--- src/rtl/systolic_pkg.sv ---
// Shared widths, default tile geometry and the feeder state type
// for the systolic array slice.
package systolic_pkg;

    localparam int DATA_W = 8;
    localparam int ACC_W  = 32;
    localparam int N_DEF  = 4;
    localparam int K_DEF  = 4;
    localparam int CNT_W  = 5;

    typedef enum logic [1:0] {
        S_LOAD,
        S_CLEAR,
        S_STREAM,
        S_DRAIN
    } feeder_state_e;

endpackage

--- src/rtl/systolic_feeder_buf.sv ---
// KxN A/B register files: written one beat per row, read back
// skewed so that lane l at stream index t sees row t-l.
module feeder_buf
    import systolic_pkg::*;
#(
    parameter int N = N_DEF,
    parameter int K = K_DEF
) (
    input  logic                  clk,
    input  logic                  i_we,
    input  logic [CNT_W-1:0]      i_wa,
    input  logic [N*DATA_W-1:0]   i_a,
    input  logic [N*DATA_W-1:0]   i_b,
    input  logic [CNT_W-1:0]      i_t,
    output logic [N*DATA_W-1:0]   o_west,
    output logic [N*DATA_W-1:0]   o_north
);

    logic [N*DATA_W-1:0] r_a [K];
    logic [N*DATA_W-1:0] r_b [K];

    // No reset: every row is rewritten by a load before it is read.
    always_ff @(posedge clk) begin
        for (int r = 0; r < K; r++) begin
            if (i_we && i_wa == CNT_W'(r)) begin
                r_a[r] <= i_a;
                r_b[r] <= i_b;
            end
        end
    end

    always_comb begin
        o_west  = '0;
        o_north = '0;
        for (int r = 0; r < K; r++) begin
            for (int l = 0; l < N; l++) begin
                if (int'(i_t) == r + l) begin
                    o_west[l*DATA_W +: DATA_W]  = r_a[r][l*DATA_W +: DATA_W];
                    o_north[l*DATA_W +: DATA_W] = r_b[r][l*DATA_W +: DATA_W];
                end
            end
        end
    end

endmodule

--- src/rtl/systolic_feeder.sv ---
// Tile loader and skew generator for an NxN systolic array.
// Define SYSTOLIC_FEEDER_TILE_CNT_EN to add the tile_cnt output.
module systolic_feeder
    import systolic_pkg::*;
#(
    parameter int N = N_DEF,
    parameter int K = K_DEF
) (
    input  logic                  clk,
    input  logic                  rst,
    input  logic                  in_valid,
    output logic                  in_ready,
    input  logic [N*DATA_W-1:0]   in_a,
    input  logic [N*DATA_W-1:0]   in_b,
    output logic [N*DATA_W-1:0]   west_out,
    output logic [N*DATA_W-1:0]   north_out,
    output logic                  arr_clr,
    output logic                  busy,
`ifdef SYSTOLIC_FEEDER_TILE_CNT_EN
    output logic [15:0]           tile_cnt,
`endif
    output logic                  done
);

    localparam logic [CNT_W-1:0] ONE       = CNT_W'(1);
    localparam logic [CNT_W-1:0] LAST_BEAT = CNT_W'(K - 1);
    localparam logic [CNT_W-1:0] LAST_T    = CNT_W'(K + N - 1);
    localparam logic [CNT_W-1:0] LAST_D    = CNT_W'(N);
    localparam logic [CNT_W-1:0] PRE_D     = CNT_W'(N - 1);

    feeder_state_e         r_state;
    logic [CNT_W-1:0]      r_beat;
    logic [CNT_W-1:0]      r_t;
    logic [CNT_W-1:0]      r_drain;
    logic                  r_in_ready;
    logic                  r_arr_clr;
    logic                  r_busy;
    logic                  r_done;
    logic [N*DATA_W-1:0]   r_west;
    logic [N*DATA_W-1:0]   r_north;

    logic                  w_we;
    logic [N*DATA_W-1:0]   w_west;
    logic [N*DATA_W-1:0]   w_north;

    assign w_we = in_valid & r_in_ready;

    feeder_buf #(.N(N), .K(K)) u_buf (
        .clk     (clk),
        .i_we    (w_we),
        .i_wa    (r_beat),
        .i_a     (in_a),
        .i_b     (in_b),
        .i_t     (r_t),
        .o_west  (w_west),
        .o_north (w_north)
    );

    // r_t always holds the index of the next stream cycle to be emitted.
    always_ff @(posedge clk or posedge rst) begin
        if (rst) begin
            r_state    <= S_LOAD;
            r_beat     <= '0;
            r_t        <= '0;
            r_drain    <= '0;
            r_in_ready <= 1'b1;
            r_arr_clr  <= 1'b0;
            r_busy     <= 1'b0;
            r_done     <= 1'b0;
            r_west     <= '0;
            r_north    <= '0;
        end else begin
            r_arr_clr <= 1'b0;
            r_done    <= 1'b0;
            unique case (r_state)
                S_LOAD: begin
                    if (w_we) begin
                        if (r_beat == LAST_BEAT) begin
                            r_beat     <= '0;
                            r_state    <= S_CLEAR;
                            r_in_ready <= 1'b0;
                            r_arr_clr  <= 1'b1;
                            r_busy     <= 1'b1;
                        end else begin
                            r_beat <= r_beat + ONE;
                        end
                    end
                end
                S_CLEAR: begin
                    r_state <= S_STREAM;
                    r_west  <= w_west;
                    r_north <= w_north;
                    r_t     <= ONE;
                end
                S_STREAM: begin
                    if (r_t == LAST_T) begin
                        r_state <= S_DRAIN;
                        r_west  <= '0;
                        r_north <= '0;
                        r_t     <= '0;
                        r_drain <= ONE;
                    end else begin
                        r_west  <= w_west;
                        r_north <= w_north;
                        r_t     <= r_t + ONE;
                    end
                end
                S_DRAIN: begin
                    if (r_drain == LAST_D) begin
                        r_state    <= S_LOAD;
                        r_drain    <= '0;
                        r_busy     <= 1'b0;
                        r_in_ready <= 1'b1;
                    end else begin
                        r_drain <= r_drain + ONE;
                        r_done  <= (r_drain == PRE_D);
                    end
                end
                default: r_state <= S_LOAD;
            endcase
        end
    end

    assign in_ready  = r_in_ready;
    assign arr_clr   = r_arr_clr;
    assign busy      = r_busy;
    assign done      = r_done;
    assign west_out  = r_west;
    assign north_out = r_north;

`ifdef SYSTOLIC_FEEDER_TILE_CNT_EN
    logic [15:0] r_tile_cnt;

    // Steps on the same edge that raises done.
    always_ff @(posedge clk or posedge rst) begin
        if (rst) begin
            r_tile_cnt <= '0;
        end else if (r_state == S_DRAIN && r_drain == PRE_D) begin
            r_tile_cnt <= r_tile_cnt + 16'd1;
        end
    end

    assign tile_cnt = r_tile_cnt;
`endif

endmodule

--- config.mk ---
export PLATFORM = sky130hd
export DESIGN_NAME = systolic_feeder
export DESIGN_NICKNAME = d
export VERILOG_FILES = /design/src/rtl/systolic_pkg.sv /design/src/rtl/systolic_feeder_buf.sv /design/src/rtl/systolic_feeder.sv
export SDC_FILE = /design/constraint.sdc
export NUM_CORES = 1
export LEC_CHECK = 0
export ABC_AREA = 1
export CORE_MARGIN = 5
export CORE_UTILIZATION = 52
export CTS_CLUSTER_SIZE = 28
export DETAILED_ROUTE_END_ITERATION = 7
export DONT_BUFFER_PORTS = 1
export PLACE_DENSITY = 0.7
export SLEW_MARGIN = 20
export SYNTH_ARGS = -nofsm -noshare
export SYNTH_HDL_FRONTEND = slang
export SYNTH_SLANG_ARGS = --single-unit
export TNS_END_PERCENT = 10
--- constraint.sdc ---
create_clock -name clk -period 5.5 [get_ports clk]
set_clock_uncertainty 0.05 [all_clocks]
set_input_delay 0.825 -clock clk [delete_from_list [all_inputs] [get_ports clk]]
set_output_delay 0.825 -clock clk [all_outputs]
set_load 0.02 [all_outputs]
Word-level counts from Yosys, hierarchy flattened
Memories as Yosys holds them, arrays and structs flattened.
Cells that the tools add are included.
{"block": "op_classes", "add_sub_neg": 3, "n_eq_ne": 19, "muxes": 86, "bitwise": 1, "n_reduce_logical": 20}
{"operator": "two-way mux 32 bit", "n": 8}
{"operator": "two-way mux 8 bit", "n": 32}
{"operator": "OR reduction 32 bit", "n": 6}
{"operator": "case mux 32 bit (2 select lines)", "n": 2}
{"operator": "two-way mux 1 bit", "n": 25}
{"operator": "equality test 5 x 2 -> 1 bit (second input constant)", "n": 4}
{"operator": "equality test 5 x 3 -> 1 bit (second input constant)", "n": 4}
{"operator": "two-way mux 2 bit", "n": 10}
{"operator": "two-way mux 5 bit", "n": 4}
{"operator": "case mux 5 bit (2 select lines)", "n": 2}
{"operator": "adder 5 x 1 -> 5 bit (second input constant)", "n": 3}
{"operator": "equality test 5 x 4 -> 1 bit (second input constant)", "n": 3}
{"operator": "logical NOT 5 bit", "n": 2}
{"operator": "case mux 2 bit (4 select lines)", "n": 1}
{"operator": "AND reduction 4 bit", "n": 2}
{"operator": "!= test 2 bit (second input constant)", "n": 3}
{"operator": "nonzero test 2 bit", "n": 3}
{"operator": "equality test 5 x 1 -> 1 bit (second input constant)", "n": 1}
{"operator": "equality test 2 bit (second input constant)", "n": 2}
{"operator": "logical AND 1 bit", "n": 4}
{"operator": "case mux 1 bit (2 select lines)", "n": 2}
{"operator": "AND reduction 2 bit", "n": 2}
{"operator": "equality test 2 x 1 -> 1 bit (second input constant)", "n": 1}
{"operator": "logical NOT 2 bit", "n": 1}
{"operator": "2 further kinds", "n": 2}
{"block": "totals", "register_bits": 85, "ramBits": 256, "in_bits": 67, "out_inout_bits": 68, "wordCells": 141, "mem_count": 2}
{"name": "u_buf.r_a", "words": 4, "width": 32, "rd": 4, "rd_clocked_by_memory_dff": 0, "wr": 1, "line_no": "systolic_feeder_buf.sv:19", "source": "logic [N*DATA_W-1:0] r_a [K];"}
{"name": "u_buf.r_b", "words": 4, "width": 32, "rd": 4, "rd_clocked_by_memory_dff": 0, "wr": 1, "line_no": "systolic_feeder_buf.sv:20", "source": "logic [N*DATA_W-1:0] r_b [K];"}

Logic depth before layout (Yosys ltp)
{"block": "depth", "word_depth": 8, "ltp_mapped": 11}

Modules after synthesis
A second synthesis with hierarchy kept.
{"block": "hier_totals", "cells_unflattened": 1131, "hier_area_um2": 13997.2}
{"module": "feeder_buf", "n_inst": 1, "cells_per_inst": 719, "area_per_inst_um2": 10226.1}
{"module": "systolic_feeder", "n_inst": 1, "cells_per_inst": 412, "area_per_inst_um2": 3771.1}

Least setup slack after synthesis
No wires, ideal clock.
{"block": "synth_timing", "path_kind": "input-to-reg", "from": "input in_valid", "to": "memory u_buf.r_a[0][0] in the netlist's numbering, enable pin", "t_arrival_ps": 3738, "setup_slack_ps": 1224, "path_stages": 4, "path_cell_list": "nand2_1 > inv_1 > nand2_1 > nor2_1"}
{"block": "synth_via", "elab_chain_cells": 8, "elab_cells_between_ends": 22, "classes_between": "mux (14); bitwise (1); reduce/logical (7)"}
{"element": "from (decl)", "line_no": "systolic_feeder.sv:11", "source": "input logic in_valid,"}
{"element": "bitwise AND 1 bit (*)", "line_no": "systolic_feeder.sv:46", "source": "assign w_we = in_valid & r_in_ready;"}
{"element": "logical AND 1 bit", "line_no": "systolic_feeder_buf.sv:25", "source": "if (i_we && i_wa == CNT_W'(r)) begin"}
{"element": "two-way mux 1 bit", "line_no": "systolic_feeder_buf.sv:25"}
{"element": "two-way mux 1 bit (implied by the code)", "line_no": "systolic_feeder_buf.sv:26", "source": "r_a[r] <= i_a;"}
{"element": "OR reduction 32 bit (no source line)"}
{"element": "two-way mux 2 bit (no source line) or two-way mux 1 bit (tied branches) (3 in a row)"}
{"element": "to (decl)", "line_no": "systolic_feeder_buf.sv:19"}
Every way passes the cells marked *; elsewhere a longest branch is shown, timed or not.

Worst setup path in the final report
{"block": "layout_timing", "from": "register r_t[2]", "to": "register r_north[23] (netlist: north_out[23])"}
{"block": "layout_via", "elab_chain_cells": 7, "elab_cells_between_ends": 11, "classes_between": "eq/ne (5); mux (6)"}
{"element": "from (decl)", "line_no": "systolic_feeder.sv:33", "source": "logic [CNT_W-1:0] r_t;"}
{"element": "from (signal assigned)", "line_no": "systolic_feeder.sv:105", "source": "r_t <= r_t + ONE;"}
{"element": "equality test 5 x 3 -> 1 bit", "line_no": "systolic_feeder_buf.sv:37", "source": "if (int'(i_t) == r + l) begin"}
{"element": "two-way mux 8 bit (4 in a row)", "line_no": "systolic_feeder_buf.sv:37"}
{"element": "two-way mux 32 bit", "line_no": "systolic_feeder.sv:96", "source": "if (r_t == LAST_T) begin"}
{"element": "case mux 32 bit (2 select lines) (*)", "line_no": "systolic_feeder.sv:75", "source": "unique case (r_state)"}
{"element": "to (signal assigned)", "line_no": "systolic_feeder.sv:92", "source": "r_north <= w_north;"}
{"element": "to (signal assigned)", "line_no": "systolic_feeder.sv:104", "source": "r_north <= w_north;"}
{"element": "to (decl)", "line_no": "systolic_feeder.sv:40", "source": "logic [N*DATA_W-1:0] r_north;"}
Marked as above.
A chain may end at the register's enable or synchronous reset.

==> reports/qor_table.md <==
| Item | Reported | Unit |
|---|---|---|
| Result of the run | finished clean | - |
| Synth Net Count | 1413 | - |
| Startpoint kind of the worst setup timing path | flip-flop | - |
| Port Buffer Count | 0 | - |
| Horizontal die dimension | 174 | um |
| Maximum number of pins on one net before global-route repair | 65 | - |
| Vias in the first global route | 9107 | - |
| Length of the first detailed-routing pass in iterations | 6 | - |
| Cells traversed along the worst timing path | inv_2 > nor2_4 > nand3_1 > nand2_2 > buf_4 > nor2_1 > nand2_1 > nand2_1 | - |
| Final cell utilization of the core | 58.2 | % |
| Remaining antenna violation count | 0 | - |
| Area share of the largest cell type after synthesis | 54.7 | % |
| Avg Cell Area, Syn | 10.5 | um2 |
| Most area-hungry cell type in the Yosys netlist | edfxtp_1 | - |
| Die Area | 0.0304 | mm2 |
| Core outline area | 0.0268 | mm2 |
| Number of buffers created by CTS | 36 | - |
| Routed length per placed instance | 18.4 | um |
| Most frequent cells in the layout | nand2_1 (415), edfxtp_1 (256), nand3_1 (170) | - |
| Crit. End Element | flip-flop | - |
| Die height | 174 | um |
| Residual DRC count | 0 | - |
| Setup WS post-layout | 1930 | ps |
| PwrDens | 340 | mW/mm2 |
| Most common library cell in the layout ignoring fill and taps | nand2_1 | - |
| Initial antenna violation count | 0 | - |
| Post-placement worst setup slack | 1990 | ps |
| Clock latency reported for the late side of the worst-skew pair | 520 | ps |
| Part of the Yosys area used for sequential elements | 69.9 | % |
| Fraction of final layout cells with drive strength greater than 1 | 6.87 | % |
| Cells after Synth | 1333 | - |
| Largest stage delay on the critical path | 770 | ps |
| Synthesized area | 0.0140 | mm2 |
| RSZ-0062 raised after global routing | false | - |
| Initial cell density of the core | 52.4 | % |
| Count of cell types in the netlist | 26 | - |
| Peak supply drop | 0.000243 | V |
| Worst min-delay path class | input port to async pin | - |
| Maximum clock path buffer count | 3 | - |
| Global route total overflow | 0 | - |
| Yosys warning total | 0 | - |
| Setup TNS | 0 | ps |
| Slowest CP cell | nand2_2 | - |
| Final critical path time including I/O delays and setup | 3570 | ps |
| Arrival @ worst endpoint | 3920 | ps |
| Global-route wire length before repair | 49700 | um |
| Portion of the clock cycle consumed by the worst path in the final layout | 65.0 | % |
| Cell Area, Placed | 0.0143 | mm2 |
| IO Count | 135 | - |
| Via Count | 8988 | - |
| Detailed-route vias per instance | 5.31 | - |
| FILL cells | 2121 | - |
| Number of hold violations in the final report | 0 | - |
| Number of sinks driven by the clock tree | 341 | - |
| Total global routing track utilization | 20.5 | % |
| Buffers inserted during post-CTS setup optimization | 0 | - |
| Placement Rows | 60 | - |
| Static leakage | 6.79 | nW |
| Detailed placer's ending HPWL | 18400 | um |
| Clk root buf | clkbuf_16 | - |
| Setup-violating endpoint count in the final report | 0 | - |
| Starting DRT DRC Count | 737 | - |
| Max_slew headroom | 22.1 | % |
| Worst Tran Pin Value | 1170 | ps |
| Clock-pin slew reported for the worst setup and hold paths after clock tree synthesis | 60 | ps |
| Net count reported at finish | 1405 | - |
| # resized after CTS | 0 | - |
| Slew Limit Fails | 0 | - |
| Syn-to-layout area delta | 11.1 | % |
| CP most frequent cell | nand2_1 | - |
| FF+latch count, synth | 341 | - |
| Hold-fix buffer count after cts | 0 | - |
| H-tree lvl count | 2 | - |
| Crit Path Class | flip-flop to flip-flop | - |
| Worst EP required | 5850 | ps |
| Peak fanout along the critical path | 36 | - |
| CTS tree | yes | - |
| Design area | 0.0156 | mm2 |
| Leading post-synthesis cells by cell area | edfxtp_1 (55%), dfrtp_1 (15%), nand2_1 (11%), nand3_1 (6.1%), nor2_1 (4.6%) | - |
| Diodes inserted | 0 | - |
| Total length of routed wires | 31100 | um |
| Max-cap violations | 0 | - |
| Gp weighted congestion | 0.781 | - |
| Max Fclk | 280 | MHz |
-- final timing paths --
path | from | to | slack, ps | cells after the start
min reg2reg | r_beat[3] | r_beat[3] | 450 | 1
max | r_t[2] | north_out[23] | 1930 | 8
min in group clk | in_b[14] | u_buf.r_b[1][14] | 350 | 0
max in group asynchronous | rst | west_out[0] | 4160 | 2
max reg2reg | r_t[2] | north_out[23] | 1930 | 8
min | rst | west_out[29] | 170 | 1
-- synthesized netlist by cell type (all sizes together) --
library cell and instances:
nand2 421, edfxtp 256, nor2 180, nand3 170, inv 113, dfrtp 84
buf 41, o21ai 19, clkbuf 15, ha 13, a21oi 4, nand4 4
nor3 4, xor2 4, or2 2, dfstp 1, nand3b 1, xnor2 1
-- area by class of cell --
class | instances | area [um2] | share of cell area [%]
Clock inverter | 23 | 277 | 1.77
Clock buffer | 43 | 958 | 6.14
Timing Repair Buffer | 10 | 108 | 0.689
Inverter | 113 | 427 | 2.73
Sequential cell | 341 | 9820 | 62.9
Multi-Input combinational cell | 823 | 3590 | 23.0
Tap cell | 341 | 427 | 2.73
-- state kept, by name, indices dropped and copies added (netlist names) --
| register | flops |
|---|---|
| west_out | 32 |
| done | 1 |
| in_ready | 1 |
| r_state | 2 |
| north_out | 32 |
| busy | 1 |
| arr_clr | 1 |
| r_t | 5 |
| r_drain | 5 |
| u_buf.r_a | 128 |
| u_buf.r_b | 128 |
| r_beat | 5 |
-- per-stage QoR --
step | power [mW] | cells | hold WS [ps]
floorplan | 2.83 | 1333 | 418
global placement | 2.84 | 1626 | 446
detailed placement | 2.84 | 1626 | 443
finish | 5.30 | 1694 | 166
CTS | 5.34 | 1692 | 185
global route | 5.45 | 1694 | 210
-- worst max-delay path: cells and delay by family, from the launching register on --
kind / cells / cell delay [ps]
buf+inv: 2 / 560
flops: 1 / 480
simple gates: 6 / 2360
-- metal layers --
metal | GRT usage [%] | up-vias | share of wire, %
li1 | - | 4349 | -
met1 | 26.1 | 4280 | 41
met2 | 34.8 | 313 | 49
met3 | 5.74 | 46 | 8.9
met4 | 5.18 | 0 | 1.9
met5 | 0 | - | 0
-- where the power goes --
part / switching, mW / leakage, nW / internal, mW
logic: 0.0133 / 2.74 / 0.000619
registers: 0 / 3.46 / 2.77
clock network: 0.979 / 0.594 / 1.53
-- kinds of logic after synthesis --
group	synth area share, %
AOI/OAI and AO/OA	0.846
xor gates and xnor gates	0.312
adders and majority gates	1.16
buffers and inverters	5.02
DFF	69.9
and+or+nand+nor	22.8
Power figures use the tool's default switching activity.
